### src/rtl/scan_sequencer_if.sv
// scan_sequencer_if: command and status bundle between a controller and the
// channel scanner.
//   master : drives start/stop/mode/mask/dwell, observes the scanner outputs
//   slave  : the scanner itself
// Handshake: there is no valid/ready pair. start and stop are level commands
// that are sampled on every rising clock edge; step and done are single-cycle
// pulses that the master must sample on the cycle they are high.
// scan_st mirrors the scanner state register (0 = IDLE, 1 = SCAN) for
// debug and checker binding.
interface scan_sequencer_if #(
  parameter int DWELL_W = 8
);
  logic               start;
  logic               stop;
  logic               mode;
  logic [15:0]        mask;
  logic [DWELL_W-1:0] dwell;
  logic [3:0]         sel;
  logic               sel_en;
  logic               step;
  logic               busy;
  logic               done;
  logic               scan_st;

  modport master (
    output start, stop, mode, mask, dwell,
    input  sel, sel_en, step, busy, done, scan_st
  );

  modport slave (
    input  start, stop, mode, mask, dwell,
    output sel, sel_en, step, busy, done, scan_st
  );
endinterface

### src/rtl/scan_sequencer.sv
// scan_sequencer: walks the channels whose mask bit is set in ascending
// order and holds each for dwell+1 cycles, driving the index/enable of a
// 4-to-16 one-hot decoder. Single-pass or continuous (wrap) operation.
// Ports:
//   clk    - rising-edge clock
//   rst_n  - asynchronous active-low reset
//   bus    - scan_sequencer_if.slave (commands in, registered status out)
// Every output is a flop, so sel and sel_en change on the same edge and the
// decoder never sees an intermediate code.
module scan_sequencer #(
  parameter int DWELL_W = 8
) (
  input  logic             clk,
  input  logic             rst_n,
  scan_sequencer_if.slave  bus
);

  typedef enum logic {
    IDLE = 1'b0,
    SCAN = 1'b1
  } state_t;

  state_t             state_q, state_n;
  logic [3:0]         sel_q, sel_n;
  logic               en_q, en_n;
  logic               step_q, step_n;
  logic               busy_q, busy_n;
  logic               done_q, done_n;
  logic [DWELL_W-1:0] cnt_q, cnt_n;

  logic [3:0]         low_idx;
  logic [3:0]         next_idx;
  logic               next_found;
  logic               mask_any;

  // Priority search over the live mask. Scanning from the top down and
  // overwriting means the last hit is the lowest qualifying bit.
  always_comb begin
    low_idx    = '0;
    next_idx   = '0;
    next_found = 1'b0;
    for (int i = 15; i >= 0; i--) begin
      if (bus.mask[i]) begin
        low_idx = 4'(i);
      end
      if (bus.mask[i] && (4'(i) > sel_q)) begin
        next_idx   = 4'(i);
        next_found = 1'b1;
      end
    end
  end

  assign mask_any = |bus.mask;

  always_ff @(posedge clk or negedge rst_n) begin
    if (!rst_n) begin
      state_q <= IDLE;
      sel_q   <= '0;
      en_q    <= 1'b0;
      step_q  <= 1'b0;
      busy_q  <= 1'b0;
      done_q  <= 1'b0;
      cnt_q   <= '0;
    end else begin
      state_q <= state_n;
      sel_q   <= sel_n;
      en_q    <= en_n;
      step_q  <= step_n;
      busy_q  <= busy_n;
      done_q  <= done_n;
      cnt_q   <= cnt_n;
    end
  end

  // The counter runs dwell..0 on each channel, giving dwell+1 cycles of hold.
  // stop is tested before the counter so it overrides an advance that is due
  // in the same cycle.
  always_comb begin
    state_n = state_q;
    sel_n   = sel_q;
    en_n    = en_q;
    step_n  = 1'b0;
    busy_n  = busy_q;
    done_n  = 1'b0;
    cnt_n   = cnt_q;
    case (state_q)
      IDLE: begin
        en_n   = 1'b0;
        busy_n = 1'b0;
        if (bus.start && !bus.stop) begin
          if (mask_any) begin
            state_n = SCAN;
            sel_n   = low_idx;
            cnt_n   = bus.dwell;
            en_n    = 1'b1;
            busy_n  = 1'b1;
            step_n  = 1'b1;
          end else begin
            // Empty pass: report completion without ever going busy.
            done_n = 1'b1;
          end
        end
      end
      SCAN: begin
        if (bus.stop) begin
          state_n = IDLE;
          en_n    = 1'b0;
          busy_n  = 1'b0;
        end else if (cnt_q != '0) begin
          cnt_n = cnt_q - 1'b1;
        end else if (next_found) begin
          sel_n  = next_idx;
          cnt_n  = bus.dwell;
          step_n = 1'b1;
        end else if (bus.mode && mask_any) begin
          // Wrap; may re-select the same channel, which still gets a step.
          sel_n  = low_idx;
          cnt_n  = bus.dwell;
          step_n = 1'b1;
        end else begin
          state_n = IDLE;
          en_n    = 1'b0;
          busy_n  = 1'b0;
          done_n  = 1'b1;
        end
      end
      default: begin
        state_n = IDLE;
      end
    endcase
  end

  assign bus.sel     = sel_q;
  assign bus.sel_en  = en_q;
  assign bus.step    = step_q;
  assign bus.busy    = busy_q;
  assign bus.done    = done_q;
  assign bus.scan_st = (state_q == SCAN);

endmodule
### src/flat_wrapper.sv
// flat-port wrapper written by rule: the top's interface ports become plain ports
module scan_sequencer_flat 
#(
  parameter int DWELL_W = 8
)
  (clk, rst_n, bus_start, bus_stop, bus_mode, bus_mask, bus_dwell, bus_sel, bus_sel_en, bus_step, bus_busy, bus_done, bus_scan_st);
  scan_sequencer_if #(.DWELL_W(DWELL_W)) bus_i ();
  input  logic clk;
  input  logic rst_n;
  input wire logic [$bits(bus_i.start)-1:0] bus_start;
  input wire logic [$bits(bus_i.stop)-1:0] bus_stop;
  input wire logic [$bits(bus_i.mode)-1:0] bus_mode;
  input wire logic [$bits(bus_i.mask)-1:0] bus_mask;
  input wire logic [$bits(bus_i.dwell)-1:0] bus_dwell;
  output wire logic [$bits(bus_i.sel)-1:0] bus_sel;
  output wire logic [$bits(bus_i.sel_en)-1:0] bus_sel_en;
  output wire logic [$bits(bus_i.step)-1:0] bus_step;
  output wire logic [$bits(bus_i.busy)-1:0] bus_busy;
  output wire logic [$bits(bus_i.done)-1:0] bus_done;
  output wire logic [$bits(bus_i.scan_st)-1:0] bus_scan_st;
  assign bus_i.start = bus_start;
  assign bus_i.stop = bus_stop;
  assign bus_i.mode = bus_mode;
  assign bus_i.mask = bus_mask;
  assign bus_i.dwell = bus_dwell;
  assign bus_sel = bus_i.sel;
  assign bus_sel_en = bus_i.sel_en;
  assign bus_step = bus_i.step;
  assign bus_busy = bus_i.busy;
  assign bus_done = bus_i.done;
  assign bus_scan_st = bus_i.scan_st;
  scan_sequencer #(.DWELL_W(DWELL_W)) u_core (.clk(clk), .rst_n(rst_n), .bus(bus_i));
endmodule
### config.mk
export PLATFORM = sky130hd
export DESIGN_NAME = scan_sequencer_flat
export DESIGN_NICKNAME = d
export VERILOG_FILES = /design/src/rtl/scan_sequencer_if.sv /design/src/rtl/scan_sequencer.sv /design/src/flat_wrapper.sv
export SDC_FILE = /design/constraint.sdc
export NUM_CORES = 1
export LEC_CHECK = 0
export CAP_MARGIN = 30
export CELL_PAD_IN_SITES_DETAIL_PLACEMENT = 0
export CELL_PAD_IN_SITES_GLOBAL_PLACEMENT = 2
export CORE_ASPECT_RATIO = 2
export CORE_UTILIZATION = 30
export CTS_CLUSTER_SIZE = 20
export DETAILED_ROUTE_END_ITERATION = 12
export PLACE_DENSITY_LB_ADDON = 0.1
export SLEW_MARGIN = 10
export SYNTH_ARGS = -nofsm -noshare
export SYNTH_HDL_FRONTEND = slang
export SYNTH_SLANG_ARGS = --single-unit
### constraint.sdc
create_clock -name clk -period 5.3 [get_ports clk]
set_clock_uncertainty 0.2 [all_clocks]
set_input_delay 1.06 -clock clk [delete_from_list [all_inputs] [get_ports clk]]
set_output_delay 1.06 -clock clk [all_outputs]
set_load 0.05 [all_outputs]
==> run metrics, run 1 <==
R2R cell count=7; CP startpoint kind=input pin; DRT Pass-1 Iters=4; final number of setup-violating endpoints=0; Sw Ratio=~47%; buffer count from post-CTS setup fixing=0; Routed WL=4930 um; Final Hold Fails=0; total track usage=between 20% and 30%; Finished Cell Area=approximately 2000 um2; Worst path max stage delay=550 ps; Comb power frac=51.3%; hold path startpoint=u_core.cnt_q[0]; CTS tree=built; CP Capture Type=register; IO Pins=38; RSZ-0062 raised after global routing=no; Hold Crit Depth=1; core box area=4860 um2; Psw=approximately 0.00033 W; asr flop ratio synth=100%; Final WS setup=between 1500 and 2000 ps; result of the run=complete, no violations; hpwl dp=4000 um; CP required=5240 ps; Final Max Tran Viols=0; # diodes=0; Post-synth EDFFs=0; DR iter-0 viols=42; Synth area leader=dfrtp_1; crit-path cells=clkdlybuf4s50_1 > a21bo_2 > a2bb2oi_1 > nand4_1 > nor4b_4 > or2_1 > inv_4 > mux2_4; max_cap viols=0; Remaining DRCs=0; Die Y=103 um; Seq cells post-synth=16; Power Dens Cells=361 nW/um2; Syn Inst Count=190; layout cells sized above 1=9.50%; worst-case hold path end point=u_core.cnt_q[0]; slew margin rel.=49.9%; site row count=36; Cell Area, Placed=around 1900 um2; Root Buffer=clkbuf_8; Hold WC Path Type=reg -> reg; sequential share of power=33.6%; internal power=0.000376 W; worst slew pin tran=approximately 750 ps; YS warnings=0; end of the worst register-to-register path=u_core.cnt_q[1]; worst vdd ir=~0.00019 V; Tmin final=3780 ps; post-route insts no fill=278; Netlist cell types=between 50 and 60; number of CTS-inserted buffers=3; first-pass GRT wire length=around 8000 um; Crit-path slowest cell=nor4b_4; Final nets=around 250; Syn Std Cell Area=1530 um2; Crit Path Max Fanout=8; largest net degree at the start of global routing=20; Remaining Overflow, GRT=0; area growth from synthesis to layout=28.7%; signal arrival time at the worst endpoint=approximately 3700 ps; vias in the first global route=about 1700; Top FF cell, synth=dfrtp_1; FF-to-FF Start=u_core.bus.sel[2]; post-route ant nets=0; Period Utilization, post-route=between 70% and 80%; sequential-to-total area share from yosys stat=26.2%; gpl congestion=0.821; Place WS=around 1300 ps; Mean Syn Cell Area=8.04 um2; Clock transition at path regs=roughly 70 ps; initial core utilization=about a third; IO Port Bufs=37; vias per inst=approximately 6; clock sinks=16; initial antenna violation count=0; clk_lat worst skew=250 ps; Placed Cells=274; syn nets=221; setup TNS=0 ps; Achievable Freq=between 0.2 and 0.3 GHz; leak pwr=between 0.7 and 0.8 nW; largest cells by area after synthesis=dfrtp_1 (26%), o21ai_0 (5.9%), o31ai_1 (5.4%); Setup CP Type=in -> reg; post_cts resized=0; hold_buf cts=0; Die Wd=52.5 um; deepest clock path buffer count=2; die area=5400 um2; via count=1661; clock share of power=around 15%; htree depth=1; top cell type's share of synthesized area=between 20% and 30%; wire per inst=~18 um; internal reg-to-reg setup slack=a little over 2000 ps
[registers in the layout (all words and copies together) (netlist names)]
| name | flops |
|---|---|
| u_core.bus.scan_st | 1 |
| u_core.bus.done | 1 |
| u_core.bus.step | 1 |
| u_core.cnt_q | 8 |
| u_core.bus.sel | 4 |
| u_core.bus.sel_en | 1 |
[worst max path at each step]
stage / start / to / cells past startpoint
after global routing: bus_mask[3] / u_core.cnt_q[1] / 8
after CTS: bus_mask[6] / u_core.cnt_q[1] / 8
after detailed placement: bus_mask[1] / u_core.cnt_q[1] / 8
after global placement: bus_mask[6] / u_core.cnt_q[1] / 8
final: bus_mask[6] / u_core.cnt_q[1] / 8
after floorplan: bus_mask[6] / u_core.cnt_q[1] / 8
[layout make-up]
cell class / instances / area, um2
fillers: 530 / 2900
multi-input cells: 155 / 1030
clock buffers: 4 / 55.1
flip-flops and latches: 16 / 400
inverters: 9 / 36.3
repair buffers: 37 / 370
well taps: 57 / 71.3
[cells in the mapped netlist, types with 2 or more instances]
cell,number
o21ai_0,18
dfrtp_1,16
a21oi_1,14
nor2_1,13
o31ai_1,11
nand2_1,10
inv_1,8
nor4_1,7
nor3_1,6
nand2b_1,5
nand4_1,5
o211ai_1,5
clkbuf_1,4
nor2b_1,4
a21boi_0,3
mux2_2,3
nand3_1,3
o211a_1,3
a2bb2oi_1,2
a31o_2,2
a32oi_1,2
and2_1,2
and3_1,2
buf_2,2
buf_6,2
ha_1,2
nor3b_1,2
o2bb2ai_1,2
or3_1,2
[cells in the final DEF, fill, tap and decap left out, types with 3 or more instances in the layout]
cell / netlist / routed
o31ai_1: 11 / 11
clkdlybuf4s50_1: 0 / 37
a21oi_1: 14 / 14
nand2b_1: 5 / 5
nand4_1: 5 / 5
inv_1: 8 / 8
o21ai_0: 18 / 18
o211ai_1: 5 / 5
dfrtp_1: 16 / 16
a21boi_0: 3 / 3
nand3_1: 3 / 3
clkbuf_8: 0 / 4
nor2_1: 13 / 13
nor4_1: 7 / 7
nand2_1: 10 / 10
nor3_1: 6 / 6
o211a_1: 3 / 3
nor2b_1: 4 / 4
mux2_2: 3 / 3
[per-layer routing]
layer	up-vias	track usage, %	part of all wire, %
li1	798	-	-
met3	8	1.18	2.7
met4	0	8.91	2.7
met1	809	18.8	33
met5	-	0	0
met2	46	41.9	62
[power groups by stage]
stage	Combinational (W)	Clock (W)	Sequential, W
after CTS	0.000365	0.000111	0.000237
after global placement	0.000365	0	0.000239
after detailed placement	0.000364	0	0.000239
final	0.000364	0.000107	0.000238
after global routing	0.000396	0.000117	0.000245
after floorplan	0.000235	0	0.000239
[worst max-delay path: cells and delay by family]
| family | cells | cell delay [ps] |
|---|---|---|
| and+or+nand+nor | 3 | 1290 |
| AOI/OAI and AO/OA | 2 | 570 |
| buffers and inverters | 2 | 510 |
| muxes | 1 | 290 |
[cells by family after synthesis]
logic type	synth area share (%)
flip-flops	26.2
buffers and inverters	6.22
AO/OA/AOI/OAI	33.1
adder cells (fa/ha/maj)	1.64
AND/OR/NAND/NOR	28.3
multiplexers	4.59
[stage by stage]
step	hold slack, ps	util (%)	power, W
floorplan	266	-	0.000474
global placement	329	39.3	0.000604
detailed placement	320	39.3	0.000603
CTS	337	40.4	0.000714
global route	364	40.4	0.000758
finish	341	40.4	0.000709
(Power assumes the default switching activity.)
==> inputs of run 2 (changes only) <==
CORE_UTILIZATION = 25   (was 30)
clock period = 3.2 ns   (was 5.3 ns; I/O delays follow)
==> run metrics, run 2 (synthesis gave the netlist of run 1 again) <==
result of the run=complete, but fails checks; failing checks=DRC; worst slew pin tran=788 ps; Overall Power=~0.0013 W; max_cap viols=0; max reg flops=8; wire per inst=about 17 um; Final nets=around 270; hpwl dp=4290 um; largest net degree at the start of global routing=20; buffer count from post-CTS setup fixing=0; CP required=between 3000 and 4000 ps; number of CTS-inserted buffers=3; area growth from synthesis to layout=41.7%; Top reg by flops=u_core.cnt_q; Crit Path Max Fanout=7; clk_lat worst skew=approximately 250 ps; signal arrival time at the worst endpoint=between 2000 and 3000 ps; crit-path cells=or4_4 > or4b_4 > or3b_1 > o21ai_2 > mux2_2; RSZ-0062 raised after global routing=no; IO Port Bufs=37; deepest clock path buffer count=2; leak pwr=0.878 nW; Final WS setup=around 260 ps; Setup CP Type=reg -> reg; met3 usage=roughly 1.3%; Hold WC Path Type=reg -> reg; Crit-path slowest cell=or4_4; setup TNS=0 ps; layout cells sized above 1=approximately 17%; Remaining DRCs=4; clock sinks=16; Worst path max stage delay=just under 600 ps; Tmin final=slightly below 3000 ps; Routed WL=between 5000 and 6000 um; Die Wd=between 50 and 60 um; commonest non-fill, non-tap cell in the layout=clkdlybuf4s50_1; vias per inst=approximately 5.7; site row count=40; slew margin rel.=a little under half; initial core utilization=25.7%; IO Pins=38; Remaining Overflow, GRT=0; core box area=5960 um2; gpl congestion=about 0.85; vias in the first global route=1777; die area=between 6000 and 7000 um2; post-route ant nets=0; worst path bufs/invs=0; Achievable Freq=about 0.34 GHz; total track usage=between 15 and 20%; htree depth=1; Period Utilization, post-route=approximately nine tenths; Final Max Tran Viols=0; CTS tree=built; largest delay contributor family on the critical path=simple AND/OR/NAND/NOR gates; via count=1740; worst vdd ir=about 0.00035 V; Power Dens Cells=607 nW/um2; routing usage on met2=35.6%; DRT Pass-1 Iters=8; Die Y=around 110 um; final number of setup-violating endpoints=0; Root Buffer=clkbuf_16; post_cts resized=0; Place WS=57.1 ps; most frequent cells in the layout=clkdlybuf4s50_1 (37), buf_4 (21), o21ai_0 (18); Clock transition at path regs=50 ps; number of fill cells=~650; hold_buf cts=0; initial antenna violation count=0; Final Hold Fails=0; CP Capture Type=register; DR iter-0 viols=77; met1 usage=15.2%; Top Usage Layer GRT=met2; first-pass GRT wire length=~8500 um; # diodes=0; CP startpoint kind=register
[run 2: changes by cell type in the layout (fill, tap and decap cells not counted), sizes merged]
cell	previous run	this run
buf	0	21
[run 2: metrics by stage]
stage	area, um2	hold WS, ps	instances	util, %
floorplan	1530	144	190	-
global placement	2080	321	301	34.9
detailed placement	2080	319	301	34.9
CTS	2160	335	305	36.3
global route	2160	358	305	36.3
finish	2160	336	305	36.3
[run 2: worst min-delay path: stages (launching register included)]
cell	delay, ps
dfrtp_1	370
o31ai_1	70
o21ai_0	60
[run 2: area by class of cell]
class | count | area (um2) | share of cell area [%]
inverters | 9 | 36.3 | 1.68
clock buffers | 4 | 88.8 | 4.10
flip-flops and latches | 16 | 400 | 18.5
multi-input cells | 155 | 1030 | 47.7
well taps | 63 | 78.8 | 3.64
repair buffers | 58 | 528 | 24.4
[run 2: worst paths after layout]
path | from | end | slack [ps] | cells after the start
setup / recovery | u_core.cnt_q[3] | u_core.bus.sel[0] | 260 | 5
hold reg to reg | u_core.cnt_q[5] | u_core.cnt_q[5] | 340 | 2
min in group asynchronous | rst_n | u_core.cnt_q[5] | 650 | 1
setup reg to reg | u_core.cnt_q[3] | u_core.bus.sel[0] | 260 | 5
hold / removal | u_core.cnt_q[5] | u_core.cnt_q[5] | 340 | 2
max in group asynchronous | rst_n | u_core.cnt_q[1] | 1660 | 1
[run 2: routing by layer]
| layer | vias up | wire, um |
|---|---|---|
| li1 | 845 | - |
| met1 | 826 | 1830 |
| met4 | 0 | 232 |
| met5 | - | 0 |
| met3 | 15 | 143 |
| met2 | 54 | 3100 |
[run 2: report_power, final]
part / switching, W / internal (W)
clock: 0.0000869 / 0.000190
sequential: 0.000125 / 0.000263
combinational: 0.000361 / 0.000288
total: 0.000573 / 0.000741
